--- src/rtl/pipe_hazard_ctrl_pkg.sv ---
// Shared pipeline-control types and widths: FSM state, default register-address
// width and the ID/EX control-field widths that bubble logic zeroes.
package pipe_ctrl_pkg;

  typedef enum logic {
    RUN     = 1'b0,
    MD_WAIT = 1'b1
  } state_e;

  localparam int AW_DEF   = 5;
  localparam int MD_CNT_W = 4;

  localparam int WB_W   = 2;
  localparam int MEM_W  = 2;
  localparam int EX_W   = 4;
  localparam int CTRL_W = WB_W + MEM_W + EX_W;

endpackage

--- src/rtl/pipe_hazard_ctrl_if.sv ---
// Hazard inputs from the pipeline and the stall/flush controls back to it.
// The pipeline side is the master; the hazard controller is the slave.
interface pipe_hazard_ctrl_if #(
  parameter int AW    = pipe_ctrl_pkg::AW_DEF,
  parameter int CNT_W = 16
);
  logic [AW-1:0]    IFID_RsAddr_i;
  logic [AW-1:0]    IFID_RtAddr_i;
  logic             IFID_UsesRt_i;
  logic             IDEX_MemRead_i;
  logic [AW-1:0]    IDEX_RtAddr_i;
  logic             Branch_taken_i;
  logic             Jump_i;
  logic             MD_start_i;

  logic             PC_write_o;
  logic             IFID_write_o;
  logic             IFID_flush_o;
  logic             IDEX_bubble_o;
  logic             IDEX_hold_o;
  logic             EXMEM_bubble_o;
  logic             MD_busy_o;
  logic [CNT_W-1:0] Stall_cnt_o;

  modport master (
    output IFID_RsAddr_i, IFID_RtAddr_i, IFID_UsesRt_i, IDEX_MemRead_i,
           IDEX_RtAddr_i, Branch_taken_i, Jump_i, MD_start_i,
    input  PC_write_o, IFID_write_o, IFID_flush_o, IDEX_bubble_o,
           IDEX_hold_o, EXMEM_bubble_o, MD_busy_o, Stall_cnt_o
  );

  modport slave (
    input  IFID_RsAddr_i, IFID_RtAddr_i, IFID_UsesRt_i, IDEX_MemRead_i,
           IDEX_RtAddr_i, Branch_taken_i, Jump_i, MD_start_i,
    output PC_write_o, IFID_write_o, IFID_flush_o, IDEX_bubble_o,
           IDEX_hold_o, EXMEM_bubble_o, MD_busy_o, Stall_cnt_o
  );
endinterface

--- src/rtl/pipe_hazard_ctrl_sat_counter.sv ---
// Saturating up-counter with synchronous clear; holds at all-ones instead of wrapping.
module sat_counter #(
  parameter int CNT_W = 16
) (
  input  logic             clk_i,
  input  logic             clear_i,
  input  logic             inc_i,
  output logic [CNT_W-1:0] cnt_o
);

  logic [CNT_W-1:0] cnt_q;
  logic [CNT_W-1:0] cnt_d;

  always_comb begin
    cnt_d = cnt_q;
    if (inc_i && (cnt_q != '1)) cnt_d = cnt_q + CNT_W'(1);
  end

  always_ff @(posedge clk_i) begin
    if (clear_i) cnt_q <= '0;
    else         cnt_q <= cnt_d;
  end

  assign cnt_o = cnt_q;

endmodule

--- src/rtl/pipe_hazard_ctrl.sv ---
// Stall/flush sequencer for the 5-stage pipeline: load-use stalls, ID-resolved
// branch/jump flushes and multi-cycle mult/div occupancy of EX; outputs are same-cycle.
module pipe_hazard_ctrl
  import pipe_ctrl_pkg::*;
#(
  parameter int AW     = AW_DEF,
  parameter int MD_LAT = 4,
  parameter int CNT_W  = 16
) (
  input  logic               clk_i,
  input  logic               rst_i,
  pipe_hazard_ctrl_if.slave  bus
);

  state_e              state_q, state_d;
  logic [MD_CNT_W-1:0] md_cnt_q, md_cnt_d;

  logic [AW-1:0] ex_rt;
  logic          lu;
  logic          pc_write, ifid_write, ifid_flush;
  logic          idex_bubble, idex_hold, exmem_bubble, md_busy;
  logic [CNT_W-1:0] stall_cnt;

  assign ex_rt = bus.IDEX_RtAddr_i;
  assign lu = bus.IDEX_MemRead_i && (ex_rt != '0) &&
              ((ex_rt == bus.IFID_RsAddr_i) ||
               (bus.IFID_UsesRt_i && (ex_rt == bus.IFID_RtAddr_i)));

  always_comb begin
    state_d      = state_q;
    md_cnt_d     = md_cnt_q;
    pc_write     = 1'b1;
    ifid_write   = 1'b1;
    ifid_flush   = 1'b0;
    idex_bubble  = 1'b0;
    idex_hold    = 1'b0;
    exmem_bubble = 1'b0;
    md_busy      = 1'b0;

    if (rst_i) begin
      pc_write     = 1'b0;
      ifid_write   = 1'b0;
      ifid_flush   = 1'b1;
      idex_bubble  = 1'b1;
      exmem_bubble = 1'b1;
    end else begin
      case (state_q)
        RUN: begin
          // Load-use wins over control transfer: the branch is re-resolved next cycle.
          if (lu) begin
            pc_write    = 1'b0;
            ifid_write  = 1'b0;
            idex_bubble = 1'b1;
          end else if (bus.Branch_taken_i || bus.Jump_i) begin
            ifid_flush  = 1'b1;
          end else if (bus.MD_start_i) begin
            state_d  = MD_WAIT;
            md_cnt_d = MD_CNT_W'(MD_LAT - 1);
          end
        end
        MD_WAIT: begin
          md_busy      = 1'b1;
          pc_write     = 1'b0;
          ifid_write   = 1'b0;
          idex_hold    = 1'b1;
          exmem_bubble = 1'b1;
          md_cnt_d     = md_cnt_q - MD_CNT_W'(1);
          if (md_cnt_q == MD_CNT_W'(1)) state_d = RUN;
        end
        default: state_d = RUN;
      endcase
    end
  end

  always_ff @(posedge clk_i) begin
    if (rst_i) begin
      state_q  <= RUN;
      md_cnt_q <= '0;
    end else begin
      state_q  <= state_d;
      md_cnt_q <= md_cnt_d;
    end
  end

  sat_counter #(.CNT_W(CNT_W)) u_stall_cnt (
    .clk_i   (clk_i),
    .clear_i (rst_i),
    .inc_i   (~pc_write),
    .cnt_o   (stall_cnt)
  );

  assign bus.PC_write_o     = pc_write;
  assign bus.IFID_write_o   = ifid_write;
  assign bus.IFID_flush_o   = ifid_flush;
  assign bus.IDEX_bubble_o  = idex_bubble;
  assign bus.IDEX_hold_o    = idex_hold;
  assign bus.EXMEM_bubble_o = exmem_bubble;
  assign bus.MD_busy_o      = md_busy;
  assign bus.Stall_cnt_o    = stall_cnt;

endmodule

--- src/flat_wrapper.sv ---
// flat-port wrapper written by rule: the top's interface ports become plain ports
module pipe_hazard_ctrl_flat import pipe_ctrl_pkg::*;
#(
  parameter int AW     = AW_DEF,
  parameter int MD_LAT = 4,
  parameter int CNT_W  = 16
)
  (clk_i, rst_i, bus_IFID_RsAddr_i, bus_IFID_RtAddr_i, bus_IFID_UsesRt_i, bus_IDEX_MemRead_i, bus_IDEX_RtAddr_i, bus_Branch_taken_i, bus_Jump_i, bus_MD_start_i, bus_PC_write_o, bus_IFID_write_o, bus_IFID_flush_o, bus_IDEX_bubble_o, bus_IDEX_hold_o, bus_EXMEM_bubble_o, bus_MD_busy_o, bus_Stall_cnt_o);
  pipe_hazard_ctrl_if #(.AW(AW), .CNT_W(CNT_W)) bus_i ();
  input  logic clk_i;
  input  logic rst_i;
  input wire logic [$bits(bus_i.IFID_RsAddr_i)-1:0] bus_IFID_RsAddr_i;
  input wire logic [$bits(bus_i.IFID_RtAddr_i)-1:0] bus_IFID_RtAddr_i;
  input wire logic [$bits(bus_i.IFID_UsesRt_i)-1:0] bus_IFID_UsesRt_i;
  input wire logic [$bits(bus_i.IDEX_MemRead_i)-1:0] bus_IDEX_MemRead_i;
  input wire logic [$bits(bus_i.IDEX_RtAddr_i)-1:0] bus_IDEX_RtAddr_i;
  input wire logic [$bits(bus_i.Branch_taken_i)-1:0] bus_Branch_taken_i;
  input wire logic [$bits(bus_i.Jump_i)-1:0] bus_Jump_i;
  input wire logic [$bits(bus_i.MD_start_i)-1:0] bus_MD_start_i;
  output wire logic [$bits(bus_i.PC_write_o)-1:0] bus_PC_write_o;
  output wire logic [$bits(bus_i.IFID_write_o)-1:0] bus_IFID_write_o;
  output wire logic [$bits(bus_i.IFID_flush_o)-1:0] bus_IFID_flush_o;
  output wire logic [$bits(bus_i.IDEX_bubble_o)-1:0] bus_IDEX_bubble_o;
  output wire logic [$bits(bus_i.IDEX_hold_o)-1:0] bus_IDEX_hold_o;
  output wire logic [$bits(bus_i.EXMEM_bubble_o)-1:0] bus_EXMEM_bubble_o;
  output wire logic [$bits(bus_i.MD_busy_o)-1:0] bus_MD_busy_o;
  output wire logic [$bits(bus_i.Stall_cnt_o)-1:0] bus_Stall_cnt_o;
  assign bus_i.IFID_RsAddr_i = bus_IFID_RsAddr_i;
  assign bus_i.IFID_RtAddr_i = bus_IFID_RtAddr_i;
  assign bus_i.IFID_UsesRt_i = bus_IFID_UsesRt_i;
  assign bus_i.IDEX_MemRead_i = bus_IDEX_MemRead_i;
  assign bus_i.IDEX_RtAddr_i = bus_IDEX_RtAddr_i;
  assign bus_i.Branch_taken_i = bus_Branch_taken_i;
  assign bus_i.Jump_i = bus_Jump_i;
  assign bus_i.MD_start_i = bus_MD_start_i;
  assign bus_PC_write_o = bus_i.PC_write_o;
  assign bus_IFID_write_o = bus_i.IFID_write_o;
  assign bus_IFID_flush_o = bus_i.IFID_flush_o;
  assign bus_IDEX_bubble_o = bus_i.IDEX_bubble_o;
  assign bus_IDEX_hold_o = bus_i.IDEX_hold_o;
  assign bus_EXMEM_bubble_o = bus_i.EXMEM_bubble_o;
  assign bus_MD_busy_o = bus_i.MD_busy_o;
  assign bus_Stall_cnt_o = bus_i.Stall_cnt_o;
  pipe_hazard_ctrl #(.AW(AW), .MD_LAT(MD_LAT), .CNT_W(CNT_W)) u_core (.clk_i(clk_i), .rst_i(rst_i), .bus(bus_i));
endmodule
--- config.mk ---
export PLATFORM = sky130hd
export DESIGN_NAME = pipe_hazard_ctrl_flat
export DESIGN_NICKNAME = d
export VERILOG_FILES = /design/src/rtl/pipe_hazard_ctrl_pkg.sv /design/src/rtl/pipe_hazard_ctrl_if.sv /design/src/rtl/pipe_hazard_ctrl_sat_counter.sv /design/src/rtl/pipe_hazard_ctrl.sv /design/src/flat_wrapper.sv
export SDC_FILE = /design/constraint.sdc
export NUM_CORES = 1
export LEC_CHECK = 0
export CAP_MARGIN = 40
export CORE_ASPECT_RATIO = 0.5
export CORE_UTILIZATION = 45
export DETAILED_ROUTE_END_ITERATION = 12
export GPL_ROUTABILITY_DRIVEN = 0
export PLACE_DENSITY = 0.79
export SYNTH_ARGS = -nofsm -noshare
export SYNTH_HDL_FRONTEND = slang
export SYNTH_HIERARCHICAL = 1
export SYNTH_SLANG_ARGS = --single-unit
--- constraint.sdc ---
create_clock -name clk_i -period 2.4 [get_ports clk_i]
set_input_delay 0.24 -clock clk_i [delete_from_list [all_inputs] [get_ports clk_i]]
set_output_delay 0.24 -clock clk_i [all_outputs]
set_load 0.02 [all_outputs]
* Word-level counts from Yosys, hierarchy flattened
Cells that the tools add are included.
** Storage, ports and cells
- Output and inout port bits :: 23
- Logic and storage cells :: 44
- Input port bits :: 22
- Flip-flop bits (word level) :: 21
** Cells by class
- Equality and inequality tests :: 7
- Multiplexer cells :: 22
- Reduce and logical (&&, ||, !) cells :: 8
- Add/sub/neg operators :: 2
- Bitwise logic cells :: 2
** Operators by type and width (count)
- $add 16x1->16 const B :: 1
- $mux 1 :: 16
- $ne 16x16->1 const B :: 1
- $mux 4 :: 3
- $eq 5x5->1 :: 2
- $pmux 4 s2 :: 1
- $ne 2x2->1 const B :: 3
- $reduce_bool 5->1 :: 1
- $eq 4x1->1 const B :: 1
- $logic_and 1x1->1 :: 4
- $pmux 1 s2 :: 2
- $sub 4x1->4 const B :: 1
- $reduce_and 3->1 :: 1
- $logic_or 1x1->1 :: 2
- $not 1->1 :: 2

* Logic depth before layout (Yosys ltp)
Gate-level depths: netlist (run 1).
- Depth in word-level cells :: 9
- Gate-level depth with buffers :: 9

* By module
Netlist (run 1), hierarchy kept.
** Modules (own cells, without submodules)
- sat_counter :: instances 1, area an instance 848.3 sq um, cells an instance 99
- pipe_hazard_ctrl :: instances 1, area an instance 505.5 sq um, cells an instance 61

* Least setup slack after synthesis (run 1)
Ideal clock, no wire load.
- Path type :: input to register
- From :: in bus_IDEX_RtAddr_i[3]
- To :: reg u_core.u_stall_cnt.cnt_q[9], in the netlist u_core/u_stall_cnt/cnt_o[9]
- Stages :: 9
- Arrival :: 1.971 ns
- Path slack :: 0.359 ns
- Data required time :: 2.330 ns
- Cells stage by stage :: xor2_1 -> nor4_1 -> and3_2 -> o221ai_4 -> nand2_1 -> nand2_1 -> clkbuf_1 -> or4_1 -> a21oi_1
** Between the ends
- Longest elaborated chain between the ends :: 9
- Elaborated cells between the ends (all ways) :: 12
- Classes of those cells :: 2 x eq/ne; 3 x mux; 1 x bitwise; 6 x reduce/logical
** Ends and longest elaborated chain
- start: declaration :: RTL line flat_wrapper.sv:16 : input wire logic [$bits(bus_i.IDEX_RtAddr_i)-1:0] bus_IDEX_RtAddr_i;
- $eq 5x5->1 :: RTL line pipe_hazard_ctrl.sv:27 : (bus.IFID_UsesRt_i && (ex_rt == bus.IFID_RtAddr_i)));
- $logic_and 1x1->1 :: RTL line pipe_hazard_ctrl.sv:27
- $logic_or 1x1->1 :: RTL line pipe_hazard_ctrl.sv:26 : ((ex_rt == bus.IFID_RsAddr_i) ||
- $logic_and 1x1->1 (*) :: RTL line pipe_hazard_ctrl.sv:25 : assign lu = bus.IDEX_MemRead_i && (ex_rt != '0) &&
- $mux 1 (*) :: RTL line pipe_hazard_ctrl.sv:50 : if (lu) begin
- $pmux 1 s2 (*) :: RTL line pipe_hazard_ctrl.sv:47 : case (state_q)
- $mux 1 (*) :: RTL line pipe_hazard_ctrl.sv:40 : if (rst_i) begin
- $not 1->1 (*) :: RTL line pipe_hazard_ctrl.sv:88 : .inc_i (~pc_write),
- $logic_and 1x1->1 (*) :: RTL line pipe_hazard_ctrl_sat_counter.sv:16 : if (inc_i && (cnt_q != '1)) cnt_d = cnt_q + CNT_W'(1);
- end signal: assignment :: RTL line pipe_hazard_ctrl_sat_counter.sv:21 : else cnt_q <= cnt_d;
- end: declaration :: RTL line pipe_hazard_ctrl_sat_counter.sv:11 : logic [CNT_W-1:0] cnt_q;
Every way passes the cells marked *; elsewhere a longest branch is shown, timed or not.
A chain may end at the register's enable or synchronous reset.

* Final worst setup path (run 1)
- From :: in bus_IFID_RtAddr_i[3]
- To :: reg u_core.u_stall_cnt.cnt_q[15], in the netlist u_core/u_stall_cnt/cnt_o[15]
** Between the ends
- Longest elaborated chain between the ends :: 9
** Ends and longest elaborated chain
- start: declaration :: RTL line flat_wrapper.sv:13 : input wire logic [$bits(bus_i.IFID_RtAddr_i)-1:0] bus_IFID_RtAddr_i;
- $eq 5x5->1 :: RTL line pipe_hazard_ctrl.sv:27
- $logic_and 1x1->1 :: RTL line pipe_hazard_ctrl.sv:27
- $logic_or 1x1->1 :: RTL line pipe_hazard_ctrl.sv:26
- $logic_and 1x1->1 :: RTL line pipe_hazard_ctrl.sv:25
- $mux 1 :: RTL line pipe_hazard_ctrl.sv:50
- $pmux 1 s2 :: RTL line pipe_hazard_ctrl.sv:47
- $mux 1 :: RTL line pipe_hazard_ctrl.sv:40
- $not 1->1 :: RTL line pipe_hazard_ctrl.sv:88
- $logic_and 1x1->1 :: RTL line pipe_hazard_ctrl_sat_counter.sv:16
Every way passes these cells.

==> results.md, run 1 <==
Placed design:
- The placement-stage worst setup slack is -0.2749 ns.
- Detailed placement finished with a half-perimeter wire length of between 2000 and 2500 um.
- The total of buffers placed on input and output ports is 44.

Detailed routing:
- The detailed route wirelength on metal3 is between 100 and 150 um.
- In this run, the number of DRC markers left after iteration 0 of detailed routing was 41.
- The residual DRC count is 0.
- For this block, wires on met1 add up to roughly 1500 um.
- The detail route stage leaves a number of antenna-violating nets equal to 0.
- The average routed wire per standard cell is 12.76 um.
- The pre-antenna-repair detailed-routing pass consisted of 4 iterations.
- Across all layers, the routed design uses 1372 vias.
- Summed over all layers, the routed wires come to 3189 um.
- Detailed routing placed a total of 1598 um of wire on met2.
- After detailed routing, no signal wire sits above met3.
- Dividing the detail-routed via count by the number of cells gives 5.488.

Clocking:
- CTS built an H-tree with a depth of 1.
- The clock latency of the later-clocked register in the worst-skew pair is 0.26 ns.
- After clock tree synthesis, the clock-pin slew on the worst setup and hold paths is 0.08 ns.
- The root buffer cell chosen for the clock tree is clkbuf_8.
- The clock buffer count from CTS is 3.
- The CTS tree is built.
- Hold repair after CTS inserted 0 buffers.
- Clock tree synthesis found a total of 21 sinks.
- The maximum clock path buffer count is 2.

Run status:
- The flow ran to the end, and the final reports show no timing, DRC or antenna violations.

Yosys:
- Dividing the synthesized area by the synthesized cell count gives 8.461 um^2.
- The synthesized netlist occupies a cell area of between 0.001 and 0.0015 mm^2.
- The post-synthesis instance total is 160.
- The top-area cell type share of the netlist area is between 30% and 40%.
- The number of nets handed over by synthesis was 185.
- The synthesis-stage register bit count is 21.
- The sequential cell area fraction in the yosys report is 31.05%.
- dfxtp_1 is the most common cell in the netlist.
- dfxtp_1 takes more of the synthesized area than any other cell.
- Counting distinct cell types in the post-synthesis netlist gives 47.
- After synthesis, the cell types taking the most area are dfxtp_1 (31%), xnor2_1 (4.5%), a21oi_1 (4.4%).
- Ranked by instance count, the synthesized netlist is headed by dfxtp_1 (21), a21oi_1 (12), nor2_1 (12), nand2_1 (9), or4_1 (8).
- Counting flops with a built-in enable in the synthesized netlist gives 0.
- The dominant synthesized flop cell is dfxtp_1.
- Yosys printed 6 warnings.
- Of all flip-flops after synthesis, the portion carrying an async set or reset was 0%.

Timing:
- The number of pins exceeding their max-slew limit in the final report is 0.
- The worst setup margin is between 0.08 and 0.09 ns.
- The number of setup violations in the final report is 0.
- The worst path in the final design needs a cycle of 2.312 ns, including I/O delays and setup.
- The maximum clock rate is 432.6 MHz.
- The pin slew with the least headroom to its limit is 0.6211 ns.
- The count of final hold-check violations is 0.
- The worst pin sits at a relative slew slack of 58.05%.
- The final cycle utilization of the critical path is 96.33%.
- The final worst clock skew is around 0.0046 ns.

GRT:
- The initial antenna violation count is 0.
- Entering global routing, the biggest net connects 29 pins.
- The first global-routing pass estimated 4830 um of wire.
- The all-layer global routing usage is 19.94%.
- The remaining global-route overflow is 0.
- The number of global-route vias before repair came to 1110.

Flow run:
- The total of max-cap violations is 0.

Worst setup path:
- The required time reported for the critical path endpoint is between 2 and 3 ns.
- The critical path is of the primary input to register type.
- At the worst endpoint, the arrival time is 2.51 ns.
- The maximum fanout along the worst path is 8.
- The worst-case reg-to-reg path depth is 6.
- The endpoint of the worst register-to-register path is u_core/u_stall_cnt/cnt_o[15]$_SDFFE_PP0P_.
- Setup slack on the worst reg-to-reg path comes out at 0.58 ns.
- The startpoint identified for the worst register-to-register timing path is u_core/state_q$_SDFF_PP0_.
- The startpoint class of the critical path is a primary input.
- The type of element capturing the critical path is a register.

Final layout:
- The count of inserted antenna diode cells is 0.
- For this run, the share of the core covered by cells in the final layout is 72.13%.
- The net count of the finished layout is 239.
- The post-synthesis to final-layout area growth is 44.73%.
- The number of fill cells in the layout is ~200.
- In the final layout, the share of cells above drive strength 1 is 14.08%.

Hold path:
- The path category of the worst min-delay check is register to register.
- For hold timing, the worst endpoint is u_core/u_stall_cnt/cnt_o[1]$_SDFFE_PP0P_.
- The worst hold path cell count is 2.
- In this run the most critical hold path is launched from u_core/u_stall_cnt/cnt_o[1]$_SDFFE_PP0P_.

Die:
- The initial core utilization is between 40 and 50%.
- In this run the count of I/O pins placed on the die edge is 45.
- From left edge to right edge, the die measures 79.57 um.
- In this run the vertical extent of the chip is 40.79 um.
- In this run the core area contains 13 standard-cell rows.
- The area of the core is approximately 0.0027 mm^2.
- The die covers about 0.0032 mm^2.

Pwr:
- The final total power is 0.7622 mW.
- The peak ir drop on the vdd network is 0.0003068 V.
- The leakage dissipation is 0.7262 nW.
- Power spread over the standard cell area amounts to 389.0 mW/mm^2.
critical path, stage by stage:
cell and delay [ns]:
clkdlybuf4s50_1 0.42, xor2_1 0.14, nor4_1 0.28, and3_2 0.24, o221ai_4 0.15, nand2_4 0.14, nand2_1 0.09, buf_4 0.17
or4_1 0.49, a21oi_2 0.15
sequential cells by signal (all words and copies together) (netlist names):
register / count
u_core/u_stall_cnt/cnt_o: 16
u_core/md_cnt_q: 4
u_core/state_q: 1
metrics by stage:
| step | cells | instance area [um^2] | setup TNS [ns] | hold slack [ns] |
|---|---|---|---|---|
| after detailed placement | 245 | 1891 | -3.542 | 0.5201 |
| after CTS | 249 | 1933 | 0 | 0.5309 |
| after global placement | 245 | 1891 | -2.616 | 0.5128 |
| after global routing | 250 | 1959 | -0.1060 | 0.5741 |
| final | 250 | 1959 | 0 | 0.5310 |
| after floorplan | 160 | 1354 | 0 | 0.4408 |
logic make-up (layout without fill, tap and decap cells):
group	Yosys count	count (layout)	share of synthesized area, %
simple gates	73	73	33.92
buf+inv	14	67	4.620
compound gates	34	34	17.65
fa+ha+maj	3	3	2.773
xor+xnor	13	13	8.410
flops	21	21	31.05
mux	2	2	1.571
timing repair:
item	CTS	global route
resized for setup	5	15
setup buffers	0	1
setup endpoints to repair	10	12
hold endpoints to repair	0	0
pin swaps	0	4
routing by layer:
layer  GRT usage [%]  up-vias
met1           22.54      632
met3           5.333        0
met4           5.000        0
met2           39.32       37
met5               0        -
li1                -      703
placed cells by master, fill, tap and decap left out, types with 4 or more instances in the layout:
cell type / instances
nor3_1: 6
o21ai_0: 5
inv_1: 6
dlymetal6s2s_1: 4
buf_4: 13
nor2_1: 12
xnor2_1: 7
nor2b_1: 4
dfxtp_1: 21
nand3_1: 7
xor2_1: 6
a21oi_1: 11
or4_1: 7
clkdlybuf4s50_1: 36
nand2_1: 8
o31ai_1: 6
where the power goes:
group / total (mW) / internal (mW) / switching [mW]
registers: 0.374 / 0.359 / 0.0144
clock network: 0.229 / 0.118 / 0.111
logic: 0.159 / 0.0861 / 0.0732
how the worst max path moves through the flow:
stage	startpoint	end	slack, ns	depth (start not counted)
final	bus_IFID_RtAddr_i[3]	u_core/u_stall_cnt/cnt_o[15]$_SDFFE_PP0P_	0.09	10
after global routing	bus_IFID_RtAddr_i[3]	u_core/u_stall_cnt/cnt_o[15]$_SDFFE_PP0P_	-0.04	10
after CTS	bus_IDEX_RtAddr_i[2]	bus_IDEX_bubble_o	0.005	6
after detailed placement	bus_IDEX_RtAddr_i[3]	u_core/u_stall_cnt/cnt_o[15]$_SDFFE_PP0P_	-0.27	10
after global placement	bus_IDEX_RtAddr_i[1]	bus_IDEX_bubble_o	-0.22	8
after floorplan	bus_IDEX_RtAddr_i[3]	u_core/u_stall_cnt/cnt_o[9]$_SDFFE_PP0P_	0.36	9
final cells by class:
| class | instances | area [um^2] | share of cell area, % |
|---|---|---|---|
| well taps | 37 | 46.29 | 2.363 |
| multi-input cells | 125 | 892.1 | 45.53 |
| repair buffers | 57 | 533.0 | 27.20 |
| flip-flops and latches | 21 | 420.4 | 21.46 |
| clock buffers | 4 | 45.04 | 2.299 |
| inverters | 6 | 22.52 | 1.149 |
Power figures use the tool's default switching activity.
==> run 2: changes to the inputs <==
- CAP_MARGIN: 40 -> 20
==> results of run 2 <==
The final DEF is identical to that of run 1; final timing and power are the same.
==> run 3: changes to the inputs <==
- CTS_CLUSTER_DIAMETER: default -> 200
- PLACE_DENSITY: 0.79 -> 0.77
==> run 3 against run 2 <==
Via count fell by 0.66%. Combinational power barely moved. Largest power group unchanged. Sequential cell count did not move. Clock power barely moved. Global-route usage rose by 0.50 points. Cell count fell by 0.80%. Register-to-register slack improved by 0.04 ns.
==> results.md, run 3 (synthesis gave the netlist of run 1 again) <==
Detailed routing:
- After detailed routing, the average wire length per cell comes to roughly 13 um.
- In this run the top signal layer used is met4.
- The sum of met2 wire segment lengths after detailed routing is 1569 um.
- The antenna violation net count after detailed routing is 0.
- After the first detailed-routing iteration, the DRC count stood at 55.
- The first detailed-routing pass ran for 4 iterations.
- For this block, the via count after detailed routing is 1363.
- After detailed routing, the wire length on met1 is 1406 um.
- In the routed design, unresolved DRC markers number 0.
- The detailed route wirelength on metal3 is between 100 and 150 um.
- The aggregate routed wire length is 3132 um.
- Dividing the detail-routed via count by the number of cells gives 5.496.

Worst setup path:
- The critical path starts at bus_IDEX_RtAddr_i[2].
- The endpoint of the worst register-to-register path is u_core/u_stall_cnt/cnt_o[11]$_SDFFE_PP0P_.
- In this run the worst path has a maximum fanout of 5.
- The type of element capturing the critical path is an output port.
- The register-to-register setup slack is between 0.6 and 0.7 ns.
- The required time reported for the critical path endpoint is 2.16 ns.
- The worst register-to-register path begins at u_core/state_q$_SDFF_PP0_.
- The category of the critical setup timing path is primary input to output port.
- STA classifies the critical path startpoint as a primary input.
- The worst-case reg-to-reg path depth is 5.
- For the worst setup path, the data arrival time is 2.07 ns.

Timing:
- The worst-case headroom to the max-slew limit is 73.01%.
- The pin slew with the least headroom to its limit is 0.3998 ns.
- The final cycle utilization of the critical path is 96.07%.
- Setup repair after global routing could not meet its margin everywhere.
- Setup violations remaining at the end of the flow were counted as 0.
- The count of final hold-check violations is 0.
- The final period demand of the worst path is 2.306 ns.
- The final worst clock skew is 0.002004 ns.
- The number of pins exceeding their max-slew limit in the final report was 0.
- The aggregate negative setup slack is 0 ns.
- The maximum clock rate is 433.7 MHz.

GRT:
- The first global-routing pass estimated 4968 um of wire.
- The initial antenna violation count is 0.
- The number of global-route vias before repair is between 1k and 1.5k.
- The all-layer global routing usage is 20.44%.
- Entering global routing, the biggest net connects 18 pins.
- The remaining global-route overflow is 0.

Run status:
- The flow ran to the end, and the final reports show no timing, DRC or antenna violations.

Pwr:
- The analysis attributes to cell leakage a power of 0.6769 nW.
- The total power divided by cell area is 391.6 mW/mm^2.
- The final total power is 0.7629 mW.
- The peak ir drop on the vdd network is about 0.00023 V.

Clocking:
- The clock sink count is 21.
- CTS built an H-tree with a depth of 1.
- The clock passes through at most 2 buffers.
- Post-CTS timing repair inserted 0 buffers for setup.
- The CTS clock-pin slew for the worst setup and hold paths is 0.07 ns.
- The tree is rooted in a clkbuf_8.
- TritonCTS built the clock tree.
- The clock latency of the later-clocked register in the worst-skew pair is 0.26 ns.
- The number of buffers added to fix hold violations after cts is 0.
- The clock buffer count from CTS is 3.

Die:
- The site row count is 13.
- The die outline area is 0.003245 mm^2.
- The die height is between 40 and 50 um.
- The width of the die is 79.57 um.
- In this run the count of I/O pins placed on the die edge is 45.
- The core region is 0.002716 mm^2.
- The initial core utilization is about half.

Final layout:
- The most common cell after layout, fill and taps aside is clkdlybuf4s50_1.
- In the final layout, the share of cells above drive strength 1 is 13.27%.
- The register with the most flip-flops in the layout has 16 of them.
- 0 antenna diodes ended up in the layout.
- The net count of the finished layout is 237.
- The post-synthesis to final-layout area growth is 43.90%.
- After filler insertion, the fill cell instance count of the layout stands at 214.
- Summing all non-filler instances in the final layout gives an area of 0.001948 mm^2.
- In the layout the commonest cells are clkdlybuf4s50_1 (40), dfxtp_1 (21), nor2_1 (12), a21oi_1 (12), buf_4 (11).

Hold path:
- The beginning of the worst hold path is u_core/u_stall_cnt/cnt_o[0]$_SDFFE_PP0P_.
- The path with the worst hold slack has its endpoint at u_core/u_stall_cnt/cnt_o[0]$_SDFFE_PP0P_.
- The worst hold path was traced through 2 stages.
- The path category of the worst min-delay check is register to register.

Placed design:
- The standard cell area after detailed placement is 0.001883 mm^2.
- Summed over all nets, the half-perimeter wirelength after detailed placement is 2393 um.
- The total of buffers placed on input and output ports is 44.

Flow run:
- Max-cap violations in this run came to 0.
-- run 3: cell count changes in the layout (fill, tap and decap cells not counted), moves of 2 or more --
cell             delta
buf_4               -2
clkdlybuf4s50_1     +4
dlymetal6s2s_1      -4
clkbuf_2            -2
clkdlybuf4s15_1     +2
-- run 3: per-layer routing --
layer	vias to the layer above	GRT usage, %
met5	-	0
met4	0	5.000
met2	32	40.38
li1	696	-
met3	3	5.111
met1	632	23.30
-- run 3: metrics by stage --
step / util (%) / hold WS (ns) / instances / worst slack (ns)
6_report: 71.72 / 0.5322 / 248 / 0.09426
4_1_cts: 70.98 / 0.5370 / 248 / 0.002209
2_1_floorplan: - / 0.4408 / 160 / 0.3588
3_3_place_gp: 69.32 / 0.5167 / 244 / -0.2358
3_5_place_dp: 69.32 / 0.5149 / 244 / -0.3479
5_1_grt: 71.72 / 0.5617 / 248 / -0.01921
-- run 3: worst max path at each step --
stage               slack (ns)                                         to  depth (start not counted)
detailed placement       -0.35  u_core/u_stall_cnt/cnt_o[11]$_SDFFE_PP0P_                          9
global placement         -0.24  u_core/u_stall_cnt/cnt_o[11]$_SDFFE_PP0P_                          9
CTS                      0.002                          bus_IDEX_bubble_o                          8
global route             -0.02   u_core/u_stall_cnt/cnt_o[6]$_SDFFE_PP0P_                         10
finish                    0.09                             bus_PC_write_o                          5
floorplan                 0.36   u_core/u_stall_cnt/cnt_o[9]$_SDFFE_PP0P_                          9
-- run 3: what timing repair did --
| action | in CTS | in global routing |
|---|---|---|
| endpoints found under the hold margin | 0 | 0 |
| pin swaps | 0 | 0 |
| setup endpoints to repair | 5 | 5 |
| gates resized for setup | 6 | 9 |
-- run 3: area by class of cell --
type / instances / area (um^2) / share of cell area (%)
well taps: 37 / 46.29 / 2.376
multi-input cells: 125 / 895.9 / 45.99
inverters: 6 / 22.52 / 1.156
flip-flops and latches: 21 / 420.4 / 21.58
clock buffers: 4 / 45.04 / 2.312
repair buffers: 55 / 518.0 / 26.59
-- run 3: worst max-delay path, stage by stage --
cell and delay (ns):
clkdlybuf4s50_1 0.47, or4_1 0.58, o221ai_4 0.28, and2_1 0.19, clkdlybuf4s15_1 0.30
-- run 3: power breakdown --
group / internal (mW) / switching, mW / total (mW)
registers: 0.359 / 0.0147 / 0.374
clock network: 0.118 / 0.114 / 0.232
logic: 0.0868 / 0.0698 / 0.157
